### src/rtl/piezo_pkg.sv
// Shared definitions for the piezo note player.
// - state_e    : player FSM states.
// - NOTE_REST  : note index that plays silence.
// - F_*_MHZ    : note frequencies in millihertz.
// - half_period: rounded clock count for half a cycle of a tone.
package piezo_pkg;

  typedef enum logic {
    IDLE = 1'b0,
    PLAY = 1'b1
  } state_e;

  localparam int NOTE_REST = 0;

  // Frequencies are held in millihertz so that the integer rounding
  // below still gives round(CLK_HZ / (2 * f)) for non-integer pitches.
  localparam longint unsigned F_C4_MHZ = 64'd261626;
  localparam longint unsigned F_D4_MHZ = 64'd293665;
  localparam longint unsigned F_E4_MHZ = 64'd329628;
  localparam longint unsigned F_F4_MHZ = 64'd349228;
  localparam longint unsigned F_G4_MHZ = 64'd391995;
  localparam longint unsigned F_A4_MHZ = 64'd440000;
  localparam longint unsigned F_B4_MHZ = 64'd493883;
  localparam longint unsigned F_C5_MHZ = 64'd523251;

  // round(clk_hz / (2 * f)), with f given in millihertz.
  function automatic longint unsigned half_period(input longint unsigned clk_hz,
                                                  input longint unsigned f_mhz);
    if (f_mhz == 64'd0) begin
      return 64'd0;
    end
    return (clk_hz * 64'd1000 + f_mhz) / (64'd2 * f_mhz);
  endfunction

endpackage

### src/rtl/piezo_note_rom.sv
// Combinational note table: note index -> half-period count in clocks.
// Index 0 is a rest and indices above 8 are also treated as rests
// (half period 0).
// Ports:
//   note_i  [NOTE_W-1:0]  note index
//   half_o  [HALF_W-1:0]  half-period count, 0 for a rest
module piezo_note_rom
  import piezo_pkg::*;
#(
  parameter int CLK_HZ = 1_000_000,
  parameter int HALF_W = 16,
  parameter int NOTE_W = 4
) (
  input  logic [NOTE_W-1:0] note_i,
  output logic [HALF_W-1:0] half_o
);

  localparam logic [HALF_W-1:0] H_C4 = HALF_W'(half_period(64'(CLK_HZ), F_C4_MHZ));
  localparam logic [HALF_W-1:0] H_D4 = HALF_W'(half_period(64'(CLK_HZ), F_D4_MHZ));
  localparam logic [HALF_W-1:0] H_E4 = HALF_W'(half_period(64'(CLK_HZ), F_E4_MHZ));
  localparam logic [HALF_W-1:0] H_F4 = HALF_W'(half_period(64'(CLK_HZ), F_F4_MHZ));
  localparam logic [HALF_W-1:0] H_G4 = HALF_W'(half_period(64'(CLK_HZ), F_G4_MHZ));
  localparam logic [HALF_W-1:0] H_A4 = HALF_W'(half_period(64'(CLK_HZ), F_A4_MHZ));
  localparam logic [HALF_W-1:0] H_B4 = HALF_W'(half_period(64'(CLK_HZ), F_B4_MHZ));
  localparam logic [HALF_W-1:0] H_C5 = HALF_W'(half_period(64'(CLK_HZ), F_C5_MHZ));

  always_comb begin
    half_o = '0;
    case (note_i)
      NOTE_W'(NOTE_REST): half_o = '0;
      NOTE_W'(1):         half_o = H_C4;
      NOTE_W'(2):         half_o = H_D4;
      NOTE_W'(3):         half_o = H_E4;
      NOTE_W'(4):         half_o = H_F4;
      NOTE_W'(5):         half_o = H_G4;
      NOTE_W'(6):         half_o = H_A4;
      NOTE_W'(7):         half_o = H_B4;
      NOTE_W'(8):         half_o = H_C5;
      default:            half_o = '0;
    endcase
  end

endmodule

### src/rtl/piezo_note_player.sv
// Piezo note player: accepts a note request (NOTE, DUR), plays a square
// wave on PIEZO for DUR ticks of TICK_DIV clocks each, then pulses DONE.
//
// Handshake: REQ_READY = IDLE & EN & RST; a request transfers at any rising
// CLK edge where REQ_VALID and REQ_READY are both high. REQ_READY does not
// depend on REQ_VALID, and it is high during the DONE cycle, so a held
// request is taken back-to-back.
//
// Ports:
//   CLK        clock, rising edge
//   RST        synchronous reset, active-low
//   EN         enable; low pauses playback and blocks acceptance
//   NOTE       note index (0 = rest, >= 9 = rest)
//   DUR        duration in ticks (0 = complete immediately)
//   REQ_VALID  request valid
//   REQ_READY  request ready
//   PIEZO      square-wave output
//   BUSY       high while playing
//   DONE       one-cycle pulse when a note completes
// The FSM state is kept in state_q (type state_e) for observation.
module piezo_note_player
  import piezo_pkg::*;
#(
  parameter int CLK_HZ   = 1_000_000,
  parameter int HALF_W   = 16,
  parameter int NOTE_W   = 4,
  parameter int DUR_W    = 12,
  parameter int TICK_DIV = 1000
) (
  input  logic              CLK,
  input  logic              RST,
  input  logic              EN,
  input  logic [NOTE_W-1:0] NOTE,
  input  logic [DUR_W-1:0]  DUR,
  input  logic              REQ_VALID,
  output logic              REQ_READY,
  output logic              PIEZO,
  output logic              BUSY,
  output logic              DONE
);

  localparam int TICK_W = (TICK_DIV > 1) ? $clog2(TICK_DIV) : 1;
  localparam logic [TICK_W-1:0] TICK_LAST = TICK_W'(TICK_DIV - 1);

  state_e              state_q;
  logic [HALF_W-1:0]   half_q;
  logic [HALF_W-1:0]   cnt_q;
  logic [TICK_W-1:0]   tick_q;
  logic [DUR_W-1:0]    dur_q;
  logic                phase_q;
  logic                piezo_q;
  logic                busy_q;
  logic                done_q;
  logic [HALF_W-1:0]   rom_half;

  piezo_note_rom #(
    .CLK_HZ (CLK_HZ),
    .HALF_W (HALF_W),
    .NOTE_W (NOTE_W)
  ) u_rom (
    .note_i (NOTE),
    .half_o (rom_half)
  );

  assign REQ_READY = (state_q == IDLE) & EN & RST;
  assign PIEZO     = piezo_q;
  assign BUSY      = busy_q;
  assign DONE      = done_q;

  always_ff @(posedge CLK) begin
    if (!RST) begin
      state_q <= IDLE;
      half_q  <= '0;
      cnt_q   <= '0;
      tick_q  <= '0;
      dur_q   <= '0;
      phase_q <= 1'b0;
      piezo_q <= 1'b0;
      busy_q  <= 1'b0;
      done_q  <= 1'b0;
    end else begin
      done_q <= 1'b0;
      case (state_q)
        IDLE: begin
          if (REQ_VALID && REQ_READY) begin
            half_q  <= rom_half;
            dur_q   <= DUR;
            cnt_q   <= '0;
            tick_q  <= '0;
            phase_q <= 1'b0;
            piezo_q <= 1'b0;
            if (DUR == '0) begin
              // Zero-length note: report completion without playing.
              done_q <= 1'b1;
            end else begin
              state_q <= PLAY;
              busy_q  <= 1'b1;
            end
          end
        end
        PLAY: begin
          if (EN) begin
            // Tone generator; a zero half period is a rest and stays silent.
            if (half_q != '0) begin
              if (cnt_q == half_q - HALF_W'(1)) begin
                cnt_q   <= '0;
                phase_q <= ~phase_q;
                piezo_q <= ~phase_q;
              end else begin
                cnt_q   <= cnt_q + HALF_W'(1);
                piezo_q <= phase_q;
              end
            end else begin
              piezo_q <= 1'b0;
            end
            // Duration timer; the last tick of the last unit ends the note.
            if (tick_q == TICK_LAST) begin
              tick_q <= '0;
              dur_q  <= dur_q - DUR_W'(1);
              if (dur_q == DUR_W'(1)) begin
                state_q <= IDLE;
                busy_q  <= 1'b0;
                phase_q <= 1'b0;
                piezo_q <= 1'b0;
                done_q  <= 1'b1;
              end
            end else begin
              tick_q <= tick_q + TICK_W'(1);
            end
          end else begin
            // Paused: counters and phase hold, output is silenced.
            piezo_q <= 1'b0;
          end
        end
      endcase
    end
  end

endmodule

### config.mk
export PLATFORM = sky130hd
export DESIGN_NAME = piezo_note_player
export DESIGN_NICKNAME = d
export VERILOG_FILES = /design/src/rtl/piezo_pkg.sv /design/src/rtl/piezo_note_rom.sv /design/src/rtl/piezo_note_player.sv
export SDC_FILE = /design/constraint.sdc
export NUM_CORES = 1
export LEC_CHECK = 0
export CELL_PAD_IN_SITES_DETAIL_PLACEMENT = 0
export CELL_PAD_IN_SITES_GLOBAL_PLACEMENT = 1
export CORE_ASPECT_RATIO = 0.7
export CORE_MARGIN = 8
export CORE_UTILIZATION = 43
export DETAILED_ROUTE_END_ITERATION = 8
export DONT_BUFFER_PORTS = 1
export PLACE_DENSITY_LB_ADDON = 0.1
export SYNTH_ARGS = -nofsm -noshare
export SYNTH_HDL_FRONTEND = slang
export SYNTH_HIERARCHICAL = 1
export SYNTH_SLANG_ARGS = --single-unit
export TNS_END_PERCENT = 100
### constraint.sdc
create_clock -name CLK -period 3.35 [get_ports CLK]
set_clock_uncertainty 0.2 [all_clocks]
set_input_delay 0.335 -clock CLK [delete_from_list [all_inputs] [get_ports CLK]]
set_output_delay 0.335 -clock CLK [all_outputs]
set_load 0.01 [all_outputs]
== Word-level counts from Yosys, hierarchy flattened ==
Memories as Yosys holds them, arrays and structs flattened. A register that Yosys moved wholly into a read port is not among the register bits.
Index checks and enable logic that the tools add are counted.

* Add/sub/neg operators: 4
* Eq/ne operators: 9
* Mux-type cells: 43
* Bitwise gates (word level): 4
* Reductions and logical operators: 9

{| class="wikitable"
|+ Operators by type and width
! operator !! count
|-
| 16-bit 2-to-1 mux || 4
|-
| 12-bit 2-to-1 mux || 3
|-
| 16-bit one-hot mux with 2 select lines || 1
|-
| 10-bit 2-to-1 mux || 3
|-
| 1-bit 2-to-1 mux || 25
|-
| 12-bit one-hot mux with 2 select lines || 1
|-
| 10-bit one-hot mux with 2 select lines || 1
|-
| 16-bit by 1-bit adder with 16-bit output, second input constant || 1
|-
| 16-bit equality test || 1
|-
| 16-bit nonzero test || 1
|-
| 16-bit by 1-bit subtractor with 16-bit output, second input constant || 1
|-
| 12-bit by 1-bit equality test with 1-bit output, second input constant || 1
|-
| 12-bit zero test || 1
|-
| 12-bit by 1-bit subtractor with 12-bit output, second input constant || 1
|-
| 10-bit by 1-bit adder with 10-bit output, second input constant || 1
|-
| 10-bit equality test, second input constant || 1
|-
| 1-bit one-hot mux with 2 select lines || 5
|-
| 2-bit by 1-bit inequality test with 1-bit output, second input constant || 4
|-
| 3-bit AND reduction || 2
|-
| 5-bit AND reduction || 1
|-
| 2-bit inequality test, second input constant || 2
|-
| 2-bit AND reduction || 2
|-
| 1-bit AND || 2
|-
| 1-bit NOT || 2
|-
| other kinds (2) || 2
|}

* Register bits after elaboration: 59
* Bits in read-only memories: 176
* Bits of input ports: 20
* Output and inout port bits: 4
* Word-level logic and storage cells: 79
* Memories kept: 1

{| class="wikitable"
|+ Memories
! memory !! depth !! bits a word !! rd ports !! clocked after memory_dff !! wr ports !! line !! text
|-
| (name not given) || 16 || 11 || 1 || 1 || 0 || piezo_note_rom.sv:29 || <nowiki>case (note_i)</nowiki>
|}

== Longest topological paths before layout ==
Gate-level depths: netlist (run 1).

* Word-level depth: 8
* Depth in mapped cells: 11
* Gate-level depth less buffers: 10

== Modules after synthesis ==
The synthesis (run 1) kept the hierarchy.

{| class="wikitable"
|+ Modules (own cells, without submodules)
! module !! times used !! cells each !! area an instance (um^2) !! sequential area each (um^2)
|-
| piezo_note_player || 1 || 418 || 3250.6 || 1181.1
|-
| piezo_note_rom || 1 || 37 || 264.0 || 0.0
|}

== Least setup slack after synthesis (run 1) ==
No wires, ideal clock.

* Path type: reg-to-reg
* From: register half_q[5]
* To: register cnt_q[5]
* Setup time: 0.115 ns
* Data arrival time: 2.818 ns
* Required time: 3.035 ns
* Path slack: 0.217 ns
* Cell stages (with the launch flop): 12
* Buffers on the path: 3
* Period minus slack after synthesis: 3.133 ns
* Cells stage by stage: dfxtp_1 clkbuf_1 or4_1 clkbuf_1 nor4_1 nand2_1 xnor2_1 or3_1 o31a_1 o21ai_4 buf_6 nor2_2

* Word-level cells in the longest chain between the ends: 6
* Elaborated cells between the ends (all ways): 9
* Classes of those cells: add/sub (1); eq/ne (2); mux (4); reduce/logical (2)

{| class="wikitable"
|+ RTL lines
! what !! line !! text
|-
| from (decl) || piezo_note_player.sv:46 || <nowiki>logic [HALF_W-1:0] half_q;</nowiki>
|-
| 16-bit by 1-bit subtractor with 16-bit output || piezo_note_player.sv:105 || <nowiki>if (cnt_q == half_q - HALF_W'(1)) begin</nowiki>
|-
| 16-bit equality test || piezo_note_player.sv:105 ||
|-
| 16-bit 2-to-1 mux || piezo_note_player.sv:105 ||
|-
| 16-bit 2-to-1 mux || piezo_note_player.sv:104 || <nowiki>if (half_q != '0) begin</nowiki>
|-
| 16-bit 2-to-1 mux || piezo_note_player.sv:102 || <nowiki>if (EN) begin</nowiki>
|-
| 16-bit one-hot mux with 2 select lines || piezo_note_player.sv:83 || <nowiki>case (state_q)</nowiki>
|-
| to (signal assigned) || piezo_note_player.sv:110 || <nowiki>cnt_q <= cnt_q + HALF_W'(1);</nowiki>
|-
| to (decl) || piezo_note_player.sv:47 || <nowiki>logic [HALF_W-1:0] cnt_q;</nowiki>
|}

Parallel ways exist; a longest one is shown, timed or not. The select of a mux whose other input is x is not followed.
A chain may end at the register's enable or synchronous reset.

== Worst setup path in the final report (run 1) ==
* From: register half_q[0]
* To: register cnt_q[4]

Same word-level chain as after synthesis.

==> results.toml, run 1 <==
[setup_path]
crit_path_start_kind = "register"
reg2reg_setup_slack_ns = 0.13
timing.rr.end = "cnt_q[4]$_SDFFE_PN0P_"
crit_start = "half_q[0]$_SDFFE_PN0P_"
arrival_ns = 3.21
r2r_cells = 9
critPathKind = "reg2reg"
end_kind = "register"
path_max_fanout = 14
endpoint = "cnt_q[4]$_SDFFE_PN0P_"
r2r-start = "half_q[0]$_SDFFE_PN0P_"
crit_required_ns = 3.34

[synth]
yosysSeqAreaShare_pct = 33.6
synth.distinct_cells = 58
syn_area_um2 = 3510
yosys_warnings = 6
synth_area_per_cell_um2 = 7.72
ys_ff_latch = 59
ys_async_sr_fraction_pct = 0
synth_cells = 455
synth-edff-count = 0
synth_top_flop_cell = "dfxtp_1"

[global_routing]
grt-ovfl-total = 0
antenna_found_initial = 0
grt_pass1_vias = 2752
grtUsageMet2_pct = 19.9
met3_usage_pct = 3.80
grt-busiest-layer = "met1"
grt.total_usage_pct = 15.6
grt_pass1_wl_um = 14200
grt_start_max_net_pins = 31
met1_usage_pct = 24.3

[cts]
cts_root_buf = "clkbuf_16"
cts_made_buffers = 9
cts-htree-levels = 3
cts_tree = "done"
clk_latency_ns = 0.32
clk_pin_slew_ns = 0.05
clock-sinks = 59
postCtsSetupBuffers = 0
cts_max_path_buffers = 2

[outcome]
status = "complete, no violations"

[sta]
fin_ws_ns = 0.134
hold_viol = 0
setup_viol_count_final = 0
rsz0062_at_grt = "false"
finalCritPeriodShare_pct = 96.0
slew_headroom_pct = 32.5
tns_ns = 0
drv_slew = 0
worst_pin_slew_ns = 1.01
period_needed_ns = 3.22
fmax_mhz = 311

[detailed_routing]
vias = 3080
routed_via_density = 5.46
routed_wl_um = 8550
drc = 0
ant_nets = 0
drt-pass1-iter-count = 4
wl_per_cell_um = 15.2
first_iter_violations = 232

[power]
p_sw_mw = 0.464
combPwrFrac_pct = 11.9
cellInternalPower_mw = 1.46
p_sw_share_pct = 24.1
ir_worst_vdd_mv = 0.301
clkPwrFrac_pct = 49.7
pwr-share-seq_pct = 38.4
p_per_area_nw_per_um2 = 484
leakagePower_nw = 1.44

[die]
design.die.area_um2 = 11400
core_um2 = 7910
fp.dieW_um = 124
start_util_pct = 44.5
top_level_ports = 24
die_y_um = 91.6
rows = 27

[place]
pre_cts_ws_ns = 0.105
port_buffers = 0
globalplace.congestion = 0.841
hpwlAfterDp_um = 6180

[final_layout]
nNetsFinal = 488
area_delta_synth_final_pct = 13.1
diodes = 0
layout-drive-gt1-share_pct = 10.6
final_common_cell = "nand2_1"
final_cell_mix = "nand2_1 (72), dfxtp_1 (59), nor2_1 (39), a21oi_1 (31), o21ai_0 (22)"

[flow_run]
cap_violations = 0

[min_path]
hp-class = "in2reg"
kinds of logic after synthesis:
family | after synthesis | share of synthesized area, %
AO/OA/AOI/OAI | 95 | 17.0
XOR/XNOR | 41 | 10.2
adder cells (fa/ha/maj) | 10 | 3.56
buffers and inverters | 38 | 5.06
flip-flops | 59 | 33.6
multiplexers | 4 | 1.17
other | 1 | 0.107
AND/OR/NAND/NOR | 207 | 29.3
cell usage after synthesis, types with 5 or more instances:
cell type   n  area, um2
nor4_1      7       43.8
nor2_1     39        146
dfxtp_1    59       1180
clkbuf_1   20       75.1
nand2_1    72        270
xor2_1     21        184
a22oi_1     5       37.5
or3_1       6       37.5
ha_1       10        125
nor3_1      9       45.0
o21ai_0    22        110
a21oi_1    31        155
inv_1      10       37.5
and3_1      7       43.8
nor2_2     10       62.6
buf_4       5       37.5
or2_2       5       31.3
nand4_1    11       68.8
xnor2_1    20        175
nand3_1    13       65.1
area by class of cell:
| type | instances | area, um2 |
|---|---|---|
| Fill cell | 788 | 3930 |
| Timing Repair Buffer | 16 | 143 |
| Sequential cell | 59 | 1180 |
| Tap cell | 101 | 126 |
| Clock inverter | 5 | 77.6 |
| Multi-Input combinational cell | 362 | 2180 |
| Clock buffer | 11 | 233 |
| Inverter | 10 | 37.5 |
registers in the layout (all words and copies together), names as in the netlist:
register  flops
tick_q       10
dur_q        12
PIEZO         1
DONE          1
phase_q       1
state_q       1
cnt_q        16
BUSY          1
half_q       16
critical path, stage by stage, from the launching register on:
cell and delay, ns:
dfxtp_1 0.35, or4_1 0.68, or4_4 0.57, o211ai_2 0.07, a31oi_1 0.07, or3_1 0.40, o31a_1 0.35, o21ai_4 0.16
buf_12 0.16, nor3_1 0.05
power by group through the flow:
stage          clock (mW)  sequential [mW]  combinational [mW]
5_1_grt              1.01            0.741               0.256
4_1_cts             0.980            0.739               0.227
2_1_floorplan           0            0.746               0.183
3_3_place_gp            0            0.753               0.219
6_report            0.956            0.740               0.230
3_5_place_dp            0            0.753               0.219
worst min path at each step:
stage               cells after the start                     end             startpoint
floorplan                               2   dur_q[4]$_SDFFE_PN0P_  dur_q[4]$_SDFFE_PN0P_
global placement                        2   dur_q[4]$_SDFFE_PN0P_  dur_q[4]$_SDFFE_PN0P_
detailed placement                      2   dur_q[4]$_SDFFE_PN0P_  dur_q[4]$_SDFFE_PN0P_
CTS                                     3  half_q[3]$_SDFFE_PN0P_                NOTE[3]
global route                            3  half_q[3]$_SDFFE_PN0P_                NOTE[3]
finish                                  2    phase_q$_SDFFE_PN0P_                     EN
metrics by stage:
step,hold slack (ns),std cells,utilization [%],total power [mW],instance area (um2)
2_1_floorplan,0.248,459,-,0.929,3530
3_3_place_gp,0.264,544,45.8,0.972,3620
3_5_place_dp,0.267,544,45.8,0.972,3620
4_1_cts,0.00327,564,50.2,1.95,3970
5_1_grt,0.0232,564,50.3,2.01,3980
6_report,0.0125,564,50.3,1.93,3980
metal layers:
metal	routed length (um)	share of wire [%]
met4	102	1.2
met5	0	0
met2	3160	37
met1	4730	55
met3	555	6.5
timing repair:
| item | 4_1_cts | 5_1_grt |
|---|---|---|
| gates resized for setup | 0 | 1 |
| hold buffers | 4 | 0 |
| hold endpoints to repair | 9 | 0 |
| endpoints found under the setup margin | 0 | 13 |
No activity file was read; power rests on OpenSTA's default activity.
==> inputs of run 2 (changes only) <==
--- a/config.mk
+++ b/config.mk
@@ -9,7 +9,7 @@
 export CELL_PAD_IN_SITES_GLOBAL_PLACEMENT = 1
 export CORE_ASPECT_RATIO = 0.7
 export CORE_MARGIN = 8
-export CORE_UTILIZATION = 43
+export CORE_UTILIZATION = 45
 export DETAILED_ROUTE_END_ITERATION = 8
 export DONT_BUFFER_PORTS = 1
 export PLACE_DENSITY_LB_ADDON = 0.1
==> constraint.sdc (replaced) <==
create_clock -name CLK -period 4.1 [get_ports CLK]
set_clock_uncertainty 0.2 [all_clocks]
set_input_delay 0.41 -clock CLK [delete_from_list [all_inputs] [get_ports CLK]]
set_output_delay 0.41 -clock CLK [all_outputs]
set_load 0.01 [all_outputs]
==> results.toml, run 2 (synthesized netlist as in run 1, its figures left out) <==
[flow_run]
cap_violations = 0

[detailed_routing]
ant_nets = 0
vias = 3038
drt-pass1-iter-count = 4
routed_wl_um = 8560
wl_per_cell_um = 15.6
routed_via_density = 5.52
first_iter_violations = 238
drc = 0

[power]
p_sw_mw = 0.342
leakagePower_nw = 1.32
combPwrFrac_pct = 13.2
cellInternalPower_mw = 0.964
ir_worst_vdd_mv = 0.279
clkPwrFrac_pct = 40.5
p_sw_share_pct = 26.2
pwr-share-seq_pct = 46.2
p_per_area_nw_per_um2 = 350

[global_routing]
grt_pass1_vias = 2702
antenna_found_initial = 0
grt.total_usage_pct = 16.2
grt-ovfl-total = 0
grt_pass1_wl_um = 14200
grt_start_max_net_pins = 31

[die]
design.die.area_um2 = 10900
top_level_ports = 24
die_y_um = 89.9
core_um2 = 7740
rows = 27
start_util_pct = 45.4
fp.dieW_um = 122

[final_layout]
diodes = 0
final_cell_mix = "nand2_1 (72), dfxtp_1 (59), nor2_1 (39), a21oi_1 (31), o21ai_0 (22)"
reg_top3 = "cnt_q x16, half_q x16, dur_q x12"
area_delta_synth_final_pct = 6.27
fill_cells = 789
final_common_cell = "nand2_1"
instances_no_fill = 550
layout-drive-gt1-share_pct = 8.24
nNetsFinal = 475

[sta]
finalCritPeriodShare_pct = 84.2
fmax_mhz = 290
rsz0062_at_grt = "false"
hold_viol = 0
period_needed_ns = 3.45
tns_ns = 0
drv_slew = 0
slew_headroom_pct = 32.0
setup_viol_count_final = 0
worst_pin_slew_ns = 1.02

[cts]
cts_tree = "done"
cts_root_buf = "clkbuf_8"
clk_latency_ns = 0.35
clk_pin_slew_ns = 0.06
cts_made_buffers = 9
cts-htree-levels = 3
clock-sinks = 59
cts_max_path_buffers = 2

[setup_path]
path_max_fanout = 14
crit_required_ns = 4.09
arrival_ns = 3.44
end_kind = "register"
critPathKind = "reg2reg"
crit_path_start_kind = "register"

[place]
hpwlAfterDp_um = 6110
globalplace.congestion = 0.792
port_buffers = 0
dpl.cell_count = 534

[outcome]
status = "complete, no violations"

[min_path]
hp-class = "in2reg"
run 2: changes by cell type in the layout (fill, tap and decap cells not counted), moves of 3 or more:
cell / before / now
buf_4: 11 / 2
clkbuf_8: 0 / 11
clkbuf_16: 9 / 0
dlygate4sd3_1: 4 / 1
run 2: timing repair:
action                                 4_1_cts  5_1_grt
hold buffers                                 1        0
resized for setup                            0        0
setup buffers                                0        0
endpoints found under the hold margin        3        0
run 2: worst paths after layout:
kind	from	to	slack (ns)	depth (start not counted)
max	half_q[5]$_SDFFE_PN0P_	cnt_q[13]$_SDFFE_PN0P_	0.65	8
max reg2reg	half_q[5]$_SDFFE_PN0P_	cnt_q[13]$_SDFFE_PN0P_	0.65	8
min	RST	phase_q$_SDFFE_PN0P_	0.03	2
min reg2reg	dur_q[4]$_SDFFE_PN0P_	dur_q[4]$_SDFFE_PN0P_	0.29	2
run 2: area by class of cell:
type | count | area, um2 | share of cell area (%)
Multi-Input combinational cell | 362 | 2170 | 58.1
Clock inverter | 2 | 35.0 | 0.938
Tap cell | 101 | 126 | 3.38
Clock buffer | 13 | 159 | 4.25
Sequential cell | 59 | 1180 | 31.6
Timing Repair Buffer | 3 | 25.0 | 0.670
Inverter | 10 | 37.5 | 1.01
run 2: through the flow:
| step | power [mW] | instance area, um2 | hold WS, ns | setup slack [ns] | util (%) |
|---|---|---|---|---|---|
| final | 1.31 | 3730 | 0.0250 | 0.648 | 48.3 |
| after global routing | 1.37 | 3730 | 0.0136 | 0.420 | 48.3 |
| after CTS | 1.33 | 3730 | 0.00557 | 0.670 | 48.3 |
| after detailed placement | 0.785 | 3530 | 0.284 | 0.688 | 45.6 |
| after global placement | 0.784 | 3530 | 0.264 | 0.767 | 45.6 |
| after floorplan | 0.759 | 3530 | 0.248 | 0.967 | - |
run 2: power by group through the flow:
stage	Combinational [mW]	Sequential (mW)	Clock (mW)
global route	0.195	0.606	0.574
CTS	0.172	0.603	0.552
floorplan	0.149	0.610	0
global placement	0.168	0.616	0
detailed placement	0.169	0.616	0
finish	0.173	0.604	0.529
run 2: worst max-delay path, stage by stage, from the launching register on:
cell and delay (ns):
dfxtp_1 0.37, or4_1 0.69, nor4_1 0.46, nand2_1 0.12, xnor2_1 0.14, or3_1 0.41
o31a_1 0.36, o21ai_4 0.46, a211oi_1 0.08
run 2: routing by layer:
layer / track usage [%] / wire (um) / up-vias
met5: 0 / 0 / -
met4: 5.22 / 81 / 0
met3: 5.31 / 445 / 6
met2: 20.5 / 3270 / 56
met1: 24.4 / 4760 / 1415
li1: - / - / 1561
